===== config.mk =====
export PLATFORM = sky130hd
export DESIGN_NAME = spike_rate_decoder
export DESIGN_NICKNAME = d
export VERILOG_FILES = /design/src/rtl/lif_pkg.sv /design/src/rtl/spike_window_counter.sv /design/src/rtl/spike_rate_decoder.sv
export SDC_FILE = /design/constraint.sdc
export NUM_CORES = 1
export LEC_CHECK = 0
export BUFFER_PORTS_ARGS = -buffer_cell sky130_fd_sc_hd__buf_2
export CAP_MARGIN = 20
export CELL_PAD_IN_SITES_DETAIL_PLACEMENT = 0
export CELL_PAD_IN_SITES_GLOBAL_PLACEMENT = 1
export CORE_AREA = 3 3 43 45
export CTS_BUF_LIST = sky130_fd_sc_hd__clkbuf_16
export DETAILED_ROUTE_END_ITERATION = 16
export DIE_AREA = 0 0 46 48
export GPL_ROUTABILITY_DRIVEN = 1
export PLACE_DENSITY = 0.79
export RECOVER_POWER = 25
export SETUP_SLACK_MARGIN = 0.05
export SLEW_MARGIN = 20
export SYNTH_ARGS = -nofsm -noshare
export SYNTH_HDL_FRONTEND = slang
export SYNTH_SLANG_ARGS = --single-unit
export TNS_END_PERCENT = 100

===== constraint.sdc =====
create_clock -name clk -period 3.2 [get_ports clk]
set_clock_uncertainty 0.2 [all_clocks]
set_input_delay 0.64 -clock clk [delete_from_list [all_inputs] [get_ports clk]]
set_output_delay 0.64 -clock clk [all_outputs]
set_load 0.005 [all_outputs]

===== src/rtl/lif_pkg.sv =====
// ============================================================================
// Module      : lif_pkg
// Description : Shared constants and FSM state encoding for the LIF spike path.
// Revision    : 1.0 - initial release
// ============================================================================
`default_nettype none

package lif_pkg;

   localparam int DEFAULT_CURRENT_W   = 4;
   localparam int DEFAULT_WINDOW_LOG2 = 4;

   typedef enum logic [0:0] {
      IDLE  = 1'b0,
      COUNT = 1'b1
   } lif_state_e;

endpackage

`default_nettype wire


===== src/rtl/spike_window_counter.sv =====
// ============================================================================
// Module      : spike_window_counter
// Description : Window cycle counter and spike accumulator for rate decoding.
// Revision    : 1.0 - initial release
// ============================================================================
`default_nettype none

module spike_window_counter
   import lif_pkg::*;
#(
   parameter int WINDOW_LOG2 = DEFAULT_WINDOW_LOG2
) (
   input  logic                 clk,
   input  logic                 rst_n,
   input  logic                 run,
   input  logic                 spike,
   output logic [WINDOW_LOG2:0] count,
   output logic                 window_done
);

   logic [WINDOW_LOG2-1:0] win_cnt;
   logic [WINDOW_LOG2:0]   acc;
   logic                   last_cycle;

   assign last_cycle  = &win_cnt;
   // count includes the current cycle's spike so the final window cycle is counted
   assign count       = acc + {{WINDOW_LOG2{1'b0}}, spike};
   assign window_done = run & last_cycle;

   always_ff @(posedge clk or negedge rst_n) begin
      if (!rst_n) begin
         win_cnt <= '0;
         acc     <= '0;
      end else if (!run) begin
         win_cnt <= '0;
         acc     <= '0;
      end else begin
         win_cnt <= win_cnt + 1'b1;
         acc     <= last_cycle ? '0 : count;
      end
   end

endmodule

`default_nettype wire


===== src/rtl/spike_rate_decoder.sv =====
// ============================================================================
// Module      : spike_rate_decoder
// Description : Windowed spike-count to rate decoder with valid/ready output.
//               Optional rounded smoothing: SPIKE_RATE_DECODER_SMOOTH_EN.
// Revision    : 1.0 - initial release
// ============================================================================
`default_nettype none

module spike_rate_decoder
   import lif_pkg::*;
#(
   parameter int WINDOW_LOG2 = DEFAULT_WINDOW_LOG2,
   parameter int OUT_W       = DEFAULT_CURRENT_W
) (
   input  logic             clk,
   input  logic             rst_n,
   input  logic             spike,
   input  logic             enable,
   output logic [OUT_W-1:0] rate,
   output logic             rate_valid,
   input  logic             rate_ready,
   output logic             overrun,
   output logic             busy
);

   localparam int             SHIFT   = WINDOW_LOG2 - OUT_W;
   localparam logic [0:0]     S_IDLE  = IDLE;
   localparam logic [0:0]     S_COUNT = COUNT;
   localparam logic [OUT_W:0] SAT_MAX = {1'b0, {OUT_W{1'b1}}};

   logic [0:0]         state;
   logic               run;
   logic               window_done;
   logic [WINDOW_LOG2:0] count;
   logic [WINDOW_LOG2:0] shifted;
   logic [OUT_W:0]     scaled;
   logic [OUT_W-1:0]   result;
   logic [OUT_W-1:0]   load_val;

   assign busy = (state == S_COUNT);
   // a low enable in COUNT aborts this very cycle, so it is never counted
   assign run  = busy & enable;

   spike_window_counter #(
      .WINDOW_LOG2 (WINDOW_LOG2)
   ) u_counter (
      .clk         (clk),
      .rst_n       (rst_n),
      .run         (run),
      .spike       (spike),
      .count       (count),
      .window_done (window_done)
   );

   assign shifted = count >> SHIFT;
   assign scaled  = shifted[OUT_W:0];
   assign result  = (scaled > SAT_MAX) ? SAT_MAX[OUT_W-1:0] : scaled[OUT_W-1:0];

`ifdef SPIKE_RATE_DECODER_SMOOTH_EN
   logic           first_done;
   logic [OUT_W:0] avg_sum;

   assign avg_sum  = {1'b0, rate} + {1'b0, result} + {{OUT_W{1'b0}}, 1'b1};
   assign load_val = first_done ? avg_sum[OUT_W:1] : result;

   always_ff @(posedge clk or negedge rst_n) begin
      if (!rst_n) begin
         first_done <= 1'b0;
      end else if (window_done) begin
         first_done <= 1'b1;
      end
   end
`else
   assign load_val = result;
`endif

   always_ff @(posedge clk or negedge rst_n) begin
      if (!rst_n) begin
         state      <= S_IDLE;
         rate       <= '0;
         rate_valid <= 1'b0;
         overrun    <= 1'b0;
      end else begin
         if (state == S_IDLE) begin
            if (enable) state <= S_COUNT;
         end else begin
            if (!enable) state <= S_IDLE;
         end

         overrun <= window_done & rate_valid & ~rate_ready;

         if (window_done) begin
            rate       <= load_val;
            rate_valid <= 1'b1;
         end else if (rate_valid && rate_ready) begin
            rate_valid <= 1'b0;
         end
      end
   end

endmodule

`default_nettype wire


==> impl_metrics.env, run 1 <==
export IMPL_outcome="completed"
export IMPL_cts_tree="done"
export IMPL_clock_power_share=0.510
export IMPL_fillers=131
export IMPL_ir_drop_v=0.000317
export IMPL_syn_area_um2=664
export IMPL_synth_adder_area_share=0.0565
export IMPL_drt_iter0_markers=2
export IMPL_drc=0
export IMPL_firstDrtPassIters=2
export IMPL_die_area_um2=2210
export IMPL_synth_cell_types=20
export IMPL_nets=77
export IMPL_final_antenna_net_count=0
export IMPL_cts_setup_buffers=0
export IMPL_core_um2=1510
export IMPL_synth_flop_cell="dfrtp_1"
export IMPL_drt_wirelength_per_cell_um=12.9
export IMPL_relSlewSlack=0.441
export IMPL_crit_path_start_kind="input port"
export IMPL_worst_pin_slew_ns=0.838
export IMPL_dieWidth_um=46
export IMPL_maxCapViolCount=0
export IMPL_grt_overflow_total=0
export IMPL_async_flop_share=1.00
export IMPL_ctsHoldBuffers=0
export IMPL_io_buffers=11
export IMPL_htree_levels=1
export IMPL_cp_required_ns=3.10
export IMPL_power_frac_comb=0.034
export IMPL_yosysMostFrequentCell="dfrtp_1"
export IMPL_setup_viol=0
export IMPL_power_density_nw_per_um2=558
export IMPL_syn_nets=61
export IMPL_via_per_inst=5.05
export IMPL_min_path_type="reg -> reg"
export IMPL_ys_seq_elements=16
export IMPL_ctsResizeCount=0
export IMPL_p_seq_frac=0.456
export IMPL_std_cell_rows=14
export IMPL_yosysSeqAreaShare=0.603
export IMPL_synth_xor_area_share=0.0659
export IMPL_final_setup_tns_ns=0
export IMPL_num_vias=419
export IMPL_cts_sinks=16
export IMPL_cts_buffers=3
export IMPL_grt_start_max_net_pins=17
export IMPL_finalHoldWorstSlack_ns=0.257
export IMPL_clkTransAtPathRegs_ns=0.05
export IMPL_syn_to_final_growth_pct=22.4
export IMPL_final_hold_violation_count=0
export IMPL_antenna_found_initial=0
export IMPL_ios=12
export IMPL_synth_top_family_by_area="simple AND/OR/NAND/NOR gates"
export IMPL_use_met1=0.145
export IMPL_root_buffer="clkbuf_16"
export IMPL_syn_area_per_cell_um2=12.5
export IMPL_synth_cells=53
export IMPL_yosysWarnings=0
export IMPL_p_leak_nw=0.403
export IMPL_clock_fmax_ghz=0.556
export IMPL_criticalPathCategory="in -> reg"
export IMPL_die_y_um=48
export IMPL_grt_util_all_layers=0.125
export IMPL_grt_pass1_vias=398
export IMPL_synth_edf_count=0
export IMPL_p_switching_mw=0.0800
export IMPL_clk_latency_ns=0.24
export IMPL_slew_violations=0
export IMPL_synth_common_cells="dfrtp_1, nor2_1"
export IMPL_cp_max_fo=5
export IMPL_layout_drive_gt1_share=0.299
export IMPL_p_sw_frac=0.176
export IMPL_use_met2=0.192
export IMPL_arrival_ns=1.70
export IMPL_grt_pass1_wl_um=1770
export IMPL_gp_congestion=0.645
export IMPL_synth_top_cell_by_area="dfrtp_1"
export IMPL_muxShareOfSynthArea=0
export IMPL_synth_top_cell_area_share=0.603
export IMPL_synth_compound_area_frac=0.0678
export IMPL_use_met3=0.0338
export IMPL_diodes=0
export IMPL_synth_area_leaders="dfrtp_1, ha_1, xor2_1, and3_2, nor2_1"
export IMPL_start_util=0.441
export IMPL_drt_total_wl_um=1070
export IMPL_period_needed_ns=1.80
export IMPL_yosys_area_share_simple=0.207
export IMPL_rsz0062_at_grt="false"
export IMPL_fin_crit_sh=0.562
export IMPL_p_int_mw=0.374
export IMPL_cts_max_path_buffers=2
export IMPL_dp_hpwl_um=823
export IMPL_gr_max_usage_layer="met2"
export IMPL_cp_end_kind="flop"
==> area by class of cell <==
class	count	area, um2	area share
clock buffers	3	75.1	0.0923
well taps	16	20.0	0.0246
repair buffers	11	53.8	0.0662
flip-flops and latches	16	400	0.492
multi-input cells	37	264	0.325
==> per-stage QoR <==
| step | std cells | area [um2] | setup slack [ns] | total power [mW] | utilization |
|---|---|---|---|---|---|
| 6_report | 83 | 813 | 1.40 | 0.454 | 0.540 |
| 5_1_grt | 83 | 813 | 1.32 | 0.473 | 0.540 |
| 4_1_cts | 83 | 815 | 1.39 | 0.459 | 0.541 |
| 3_5_place_dp | 80 | 739 | 1.15 | 0.226 | 0.491 |
| 3_3_place_gp | 80 | 739 | 1.14 | 0.226 | 0.491 |
| 2_1_floorplan | 53 | 664 | 1.37 | 0.217 | - |
==> power groups by stage <==
stage	sequential (mW)	combinational [mW]	clock (mW)
4_1_cts	0.207	0.0160	0.236
3_3_place_gp	0.210	0.0156	0
6_report	0.207	0.0152	0.232
3_5_place_dp	0.210	0.0159	0
5_1_grt	0.207	0.0178	0.247
2_1_floorplan	0.210	0.00674	0
==> critical path: stages <==
cell	delay, ns
buf_2	0.10
ha_1	0.20
ha_1	0.22
nand3_2	0.08
xor2_1	0.32
a31oi_1	0.15
==> final timing paths <==
check / slack, ns / cells after the start / to / startpoint
min in group asynchronous: 0.28 / 1 / u_counter.win_cnt[1] / rst_n
min reg2reg: 0.26 / 1 / u_counter.win_cnt[0] / u_counter.win_cnt[0]
min: 0.26 / 1 / u_counter.win_cnt[0] / u_counter.win_cnt[0]
max: 1.40 / 6 / rate[2] / spike
max in group asynchronous: 2.00 / 1 / u_counter.acc[3] / rst_n
max reg2reg: 1.55 / 5 / rate[2] / u_counter.acc[0]
==> routing by layer <==
layer  vias to the layer above  share of wire
met3                         4          0.048
met4                         0          0.032
met5                         -              0
met1                       189           0.48
li1                        216              -
met2                        10           0.44
==> kinds of logic after synthesis <==
logic type      after synthesis
simple gates                 22
flops                        16
compound gates                7
xor+xnor                      5
fa+ha+maj                     3
==> placed cells by master (no fill, tap or decap), drive strengths merged <==
cell type and n:
buf 10, o21ai 1, and3 4, xor2 3, nor2 7, a2bb2oi 2
nand2b 1, a31oi 2, nor3 3, dfrtp 16, and2 1, ha 3
nand3 4, xnor2 2, clkbuf 4, a21oi 2, nand2 2
==> state kept, by name, indices dropped and copies added, names as in the netlist <==
name,cells
u_counter.acc,5
rate,4
u_counter.win_cnt,4
busy,1
overrun,1
rate_valid,1
(Power assumes the default switching activity.)
==> inputs of run 2 (changes only) <==
--- a/config.mk
+++ b/config.mk
@@ -9,12 +9,12 @@
 export CAP_MARGIN = 20
 export CELL_PAD_IN_SITES_DETAIL_PLACEMENT = 0
 export CELL_PAD_IN_SITES_GLOBAL_PLACEMENT = 1
-export CORE_AREA = 3 3 43 45
+export CORE_AREA = 3 3 47 49
 export CTS_BUF_LIST = sky130_fd_sc_hd__clkbuf_16
 export DETAILED_ROUTE_END_ITERATION = 16
-export DIE_AREA = 0 0 46 48
+export DIE_AREA = 0 0 50 52
 export GPL_ROUTABILITY_DRIVEN = 1
-export PLACE_DENSITY = 0.79
+export PLACE_DENSITY = 0.71
 export RECOVER_POWER = 25
 export SETUP_SLACK_MARGIN = 0.05
 export SLEW_MARGIN = 20
==> constraint.sdc (replaced) <==
create_clock -name clk -period 1.59 [get_ports clk]
set_clock_uncertainty 0.2 [all_clocks]
set_input_delay 0.318 -clock clk [delete_from_list [all_inputs] [get_ports clk]]
set_output_delay 0.318 -clock clk [all_outputs]
set_load 0.005 [all_outputs]
==> impl_metrics.env, run 2 (synthesis results as in run 1) <==
export IMPL_reg_top3="u_counter.acc: 5 flops, rate: 4 flops, u_counter.win_cnt: 4 flops"
export IMPL_grt_pass1_wl_um=1940
export IMPL_top_register="u_counter.acc"
export IMPL_antenna_found_initial=0
export IMPL_p_leak_nw=0.408
export IMPL_final_area_um2=880
export IMPL_dp_hpwl_um=831
export IMPL_final_cell_mix="dfrtp_1, buf_2, nor2_1"
export IMPL_relSlewSlack=0.750
export IMPL_cp_required_ns=1.50
export IMPL_grt_overflow_total=0
export IMPL_cts_sinks=16
export IMPL_r2r_cells=5
export IMPL_finalNonFillerCells=96
export IMPL_final_common_cell="dfrtp_1"
export IMPL_holdPathStages=1
export IMPL_place_area_um2=753
export IMPL_clock_fmax_ghz=0.674
export IMPL_clk_latency_ns=0.25
export IMPL_grt_pass1_vias=434
export IMPL_fin_crit_sh=0.933
export IMPL_num_vias=434
export IMPL_maxCapViolCount=0
export IMPL_min_path_type="in -> reg"
export IMPL_dp_cells=91
export IMPL_outcome="completed"
export IMPL_cp_max_fo=5
export IMPL_final_antenna_net_count=0
export IMPL_drt_wirelength_per_cell_um=12.5
export IMPL_drt_total_wl_um=1200
export IMPL_fin_ws_ns=0.107
export IMPL_diodes=0
export IMPL_slew_violations=0
export IMPL_grt_util_all_layers=0.106
export IMPL_gp_congestion=0.674
export IMPL_cts_buffers=3
export IMPL_arrival_ns=1.40
export IMPL_total_power_mw=0.939
export IMPL_drt_iter0_markers=6
export IMPL_root_buffer="clkbuf_16"
export IMPL_drc=0
export IMPL_finalHoldWorstSlack_ns=0.0284
export IMPL_firstDrtPassIters=3
export IMPL_setup_viol=0
export IMPL_final_hold_violation_count=0
export IMPL_rsz0062_at_grt="true"
export IMPL_core_um2=1900
export IMPL_criticalPathCategory="reg -> reg"
export IMPL_start_util=0.349
export IMPL_dieWidth_um=50
export IMPL_layout_drive_gt1_share=0.319
export IMPL_clkTransAtPathRegs_ns=0.05
export IMPL_grt_start_max_net_pins=17
export IMPL_cp_end_kind="flop"
export IMPL_std_cell_rows=16
export IMPL_largest_reg_flops=5
export IMPL_period_needed_ns=1.48
export IMPL_final_setup_tns_ns=0
export IMPL_cts_tree="done"
export IMPL_cts_max_path_buffers=2
export IMPL_fin_util=0.463
export IMPL_crit_path_start_kind="flop"
export IMPL_htree_levels=1
export IMPL_io_buffers=11
export IMPL_nets=78
export IMPL_ir_drop_v=0.000498
export IMPL_via_per_inst=4.52
export IMPL_syn_to_final_growth_pct=32.4
export IMPL_worst_pin_slew_ns=0.376
export IMPL_die_y_um=52
export IMPL_post_place_ws_ns=-0.159
export IMPL_die_area_um2=2600
export IMPL_power_density_nw_per_um2=1070
export IMPL_ios=12
## run 2: path summary, 6_finish.rpt
kind	startpoint	end	slack, ns
max	u_counter.acc[0]	rate[2]	0.11
max reg2reg	u_counter.acc[0]	rate[2]	0.11
min	enable	busy	0.03
min in group asynchronous	rst_n	overrun	0.32
min reg2reg	u_counter.win_cnt[0]	u_counter.win_cnt[0]	0.26
max in group asynchronous	rst_n	u_counter.acc[2]	0.60
## run 2: final cells by class
cell class / count / area (um2)
Sequential cell: 16 / 400
Clock buffer: 3 / 75.1
Clock inverter: 1 / 3.75
Tap cell: 27 / 33.8
Multi-Input combinational cell: 37 / 303
Timing Repair Buffer: 12 / 63.8
Fill cell: 179 / 1020
## run 2: layer usage
| metal | wire length, um | global-route usage | vias to the layer above | part of all wire |
|---|---|---|---|---|
| met2 | 573 | 0.163 | 8 | 0.48 |
| met1 | 566 | 0.126 | 201 | 0.47 |
| li1 | - | - | 221 | - |
| met5 | 0 | 0 | - | 0 |
| met4 | 43 | 0.0968 | 0 | 0.036 |
| met3 | 19 | 0.0172 | 4 | 0.016 |
## run 2: repair_timing
item                                    CTS  global route
buffers inserted                          0             0
endpoints found under the hold margin    16             0
hold buffers                              1             0
resized for setup                         3             3
pin swaps                                 0             1
endpoints found under the setup margin    5             4
## run 2: report_power, final
group	switching (mW)	total [mW]	internal [mW]
Combinational	0.0205	0.0338	0.0133
Clock	0.154	0.488	0.333
Sequential	0.00370	0.417	0.413
## run 2: critical path: stages, from the launching register on
cell and delay (ns):
dfrtp_1 0.36, ha_2 0.19, ha_4 0.18, nand3_4 0.09
xor2_4 0.21, a31oi_1 0.12
==> inputs of run 3 (changes only) <==
--- a/config.mk
+++ b/config.mk
@@ -5,16 +5,17 @@
 export SDC_FILE = /design/constraint.sdc
 export NUM_CORES = 1
 export LEC_CHECK = 0
+export ABC_AREA = 1
 export BUFFER_PORTS_ARGS = -buffer_cell sky130_fd_sc_hd__buf_2
 export CAP_MARGIN = 20
 export CELL_PAD_IN_SITES_DETAIL_PLACEMENT = 0
 export CELL_PAD_IN_SITES_GLOBAL_PLACEMENT = 1
-export CORE_AREA = 3 3 47 49
+export CORE_AREA = 2 2 47 49
 export CTS_BUF_LIST = sky130_fd_sc_hd__clkbuf_16
 export DETAILED_ROUTE_END_ITERATION = 16
-export DIE_AREA = 0 0 50 52
+export DIE_AREA = 0 0 49 51
 export GPL_ROUTABILITY_DRIVEN = 1
-export PLACE_DENSITY = 0.71
+export PLACE_DENSITY = 0.72
 export RECOVER_POWER = 25
 export SETUP_SLACK_MARGIN = 0.05
 export SLEW_MARGIN = 20
==> impl_metrics.env, run 3 <==
export IMPL_grt_pass1_wl_um=2160
export IMPL_p_leak_nw=0.448
export IMPL_worstHoldStart="enable"
export IMPL_fin_crit_sh=0.894
export IMPL_finalNonFillerCells=114
export IMPL_min_path_type="in -> reg"
export IMPL_arrival_ns=1.39
export IMPL_cts_tree="done"
export IMPL_drt_total_wl_um=1120
export IMPL_final_common_cell="dfrtp_1"
export IMPL_std_cell_rows=17
export IMPL_place_area_um2=787
export IMPL_clk_latency_ns=0.24
export IMPL_total_power_mw=0.926
export IMPL_synth_flop_cell="dfrtp_1"
export IMPL_criticalPathCategory="reg -> reg"
export IMPL_firstDrtPassIters=4
export IMPL_rsz0062_at_grt="false"
export IMPL_syn_area_per_cell_um2=9.99
export IMPL_reg2reg_from="u_counter.acc[0]"
export IMPL_synth_top_cell_area_share=0.581
export IMPL_power_density_nw_per_um2=1070
export IMPL_largest_reg_flops=5
export IMPL_drt_iter0_markers=9
export IMPL_drt_wirelength_per_cell_um=9.84
export IMPL_htree_levels=1
export IMPL_finalHoldWorstSlack_ns=0.000258
export IMPL_drc=0
export IMPL_root_buffer="clkbuf_16"
export IMPL_setup_viol=0
export IMPL_grt_start_max_net_pins=17
export IMPL_critPathMaxStageDelay_ns=0.36
export IMPL_ir_drop_v=0.00100
export IMPL_slowest_stage="dfrtp_1"
export IMPL_via_per_inst=4.28
export IMPL_period_needed_ns=1.42
export IMPL_antenna_found_initial=0
export IMPL_cp_required_ns=1.56
export IMPL_ios=12
export IMPL_synth_cell_types=17
export IMPL_slew_violations=0
export IMPL_grt_util_all_layers=0.114
export IMPL_syn_area_um2=689
export IMPL_gp_congestion=0.741
export IMPL_yosysSeqAreaShare=0.581
export IMPL_start_util=0.334
export IMPL_async_flop_share=1.00
export IMPL_synth_edf_count=0
export IMPL_die_y_um=51
export IMPL_final_antenna_net_count=0
export IMPL_clock_fmax_ghz=0.703
export IMPL_post_place_ws_ns=0.0473
export IMPL_top_register="u_counter.acc"
export IMPL_synth_area_leaders="dfrtp_1, nor2_1, ha_1, inv_1, a21oi_1"
export IMPL_fin_ws_ns=0.168
export IMPL_dp_hpwl_um=878
export IMPL_yosysMostFrequentCell="dfrtp_1"
export IMPL_clkTransAtPathRegs_ns=0.05
export IMPL_cts_max_path_buffers=2
export IMPL_grt_overflow_total=0
export IMPL_ys_seq_elements=16
export IMPL_die_area_um2=2500
export IMPL_relSlewSlack=0.739
export IMPL_dp_cells=109
export IMPL_core_um2=2060
export IMPL_io_buffers=11
export IMPL_cts_buffers=3
export IMPL_dieWidth_um=49
export IMPL_syn_nets=77
export IMPL_final_setup_tns_ns=0
export IMPL_synth_cells=69
export IMPL_layout_drive_gt1_share=0.256
export IMPL_cp_max_fo=4
export IMPL_num_vias=488
export IMPL_synth_common_cells="dfrtp_1, nor2_1, inv_1"
export IMPL_maxCapViolCount=0
export IMPL_final_area_um2=870
export IMPL_final_cell_mix="dfrtp_1, nor2_1, inv_1, buf_2, a21oi_1"
export IMPL_crit_path_start_kind="flop"
export IMPL_yosysWarnings=0
export IMPL_final_hold_violation_count=0
export IMPL_cp_startpoint="u_counter.acc[0]"
export IMPL_cp_end_kind="flop"
export IMPL_synth_top_cell_by_area="dfrtp_1"
export IMPL_reg_top3="u_counter.acc: 5 flops, rate: 4 flops, u_counter.win_cnt: 4 flops"
export IMPL_diodes=0
export IMPL_syn_to_final_growth_pct=26.1
export IMPL_crit_chain="ha_1 > ha_2 > nand3_1 > nand2_1 > nand2_2 > inv_2 > a21oi_1"
export IMPL_worst_pin_slew_ns=0.391
export IMPL_nets=95
export IMPL_grt_pass1_vias=501
export IMPL_outcome="completed"
export IMPL_fin_util=0.421
export IMPL_cts_sinks=16
## run 3: what timing repair did
item,CTS,global route
gates resized for setup,0,1
hold buffers,1,0
setup buffers,0,0
endpoints found under the setup margin,0,3
hold endpoints to repair,16,0
## run 3: worst max-delay path, delay by kind of cell (launching register included)
kind,cells,cell delay (ns)
buffers and inverters,1,0.05
flip-flops,1,0.36
AND/OR/NAND/NOR,3,0.22
adder cells (fa/ha/maj),2,0.38
AO/OA/AOI/OAI,1,0.13
## run 3: kinds of logic (layout without fill, tap and decap cells)
group,Yosys count,count (layout),share of synthesized area
buffers and inverters,10,27,0.0544
and+or+nand+nor,31,31,0.234
DFF,16,16,0.581
xor gates and xnor gates,2,2,0.0254
adders and majority gates,3,3,0.0545
AOI/OAI and AO/OA,7,7,0.0508
## run 3: final cells by class
class | instances | area [um2]
Multi-Input combinational cell | 43 | 246
Clock inverter | 1 | 3.75
Fill cell | 215 | 1190
Inverter | 10 | 37.5
Clock buffer | 3 | 75.1
Tap cell | 28 | 35.0
Sequential cell | 16 | 400
Timing Repair Buffer | 13 | 71.3
## run 3: routing by layer
metal,part of all wire,GRT usage,up-vias
met4,0,0.0286,0
met2,0.49,0.189,8
met5,0,0,-
met1,0.47,0.138,229
li1,-,-,251
met3,0.034,0.0439,0
## run 3: final timing paths
| path | endpoint | slack (ns) | cells after the start |
|---|---|---|---|
| worst max register to register | rate[0] | 0.17 | 7 |
| max in group asynchronous | u_counter.win_cnt[0] | 0.58 | 2 |
| worst max-delay path | rate[0] | 0.17 | 7 |
| min in group asynchronous | u_counter.acc[3] | 0.33 | 2 |
| worst min register to register | u_counter.win_cnt[0] | 0.26 | 1 |
| worst min-delay path | busy | 0.0003 | 1 |
## run 3: power by group
part	internal (mW)	switching [mW]	total (mW)
combinational	0.0120	0.0213	0.0333
sequential	0.414	0.00282	0.416
clock	0.333	0.144	0.476
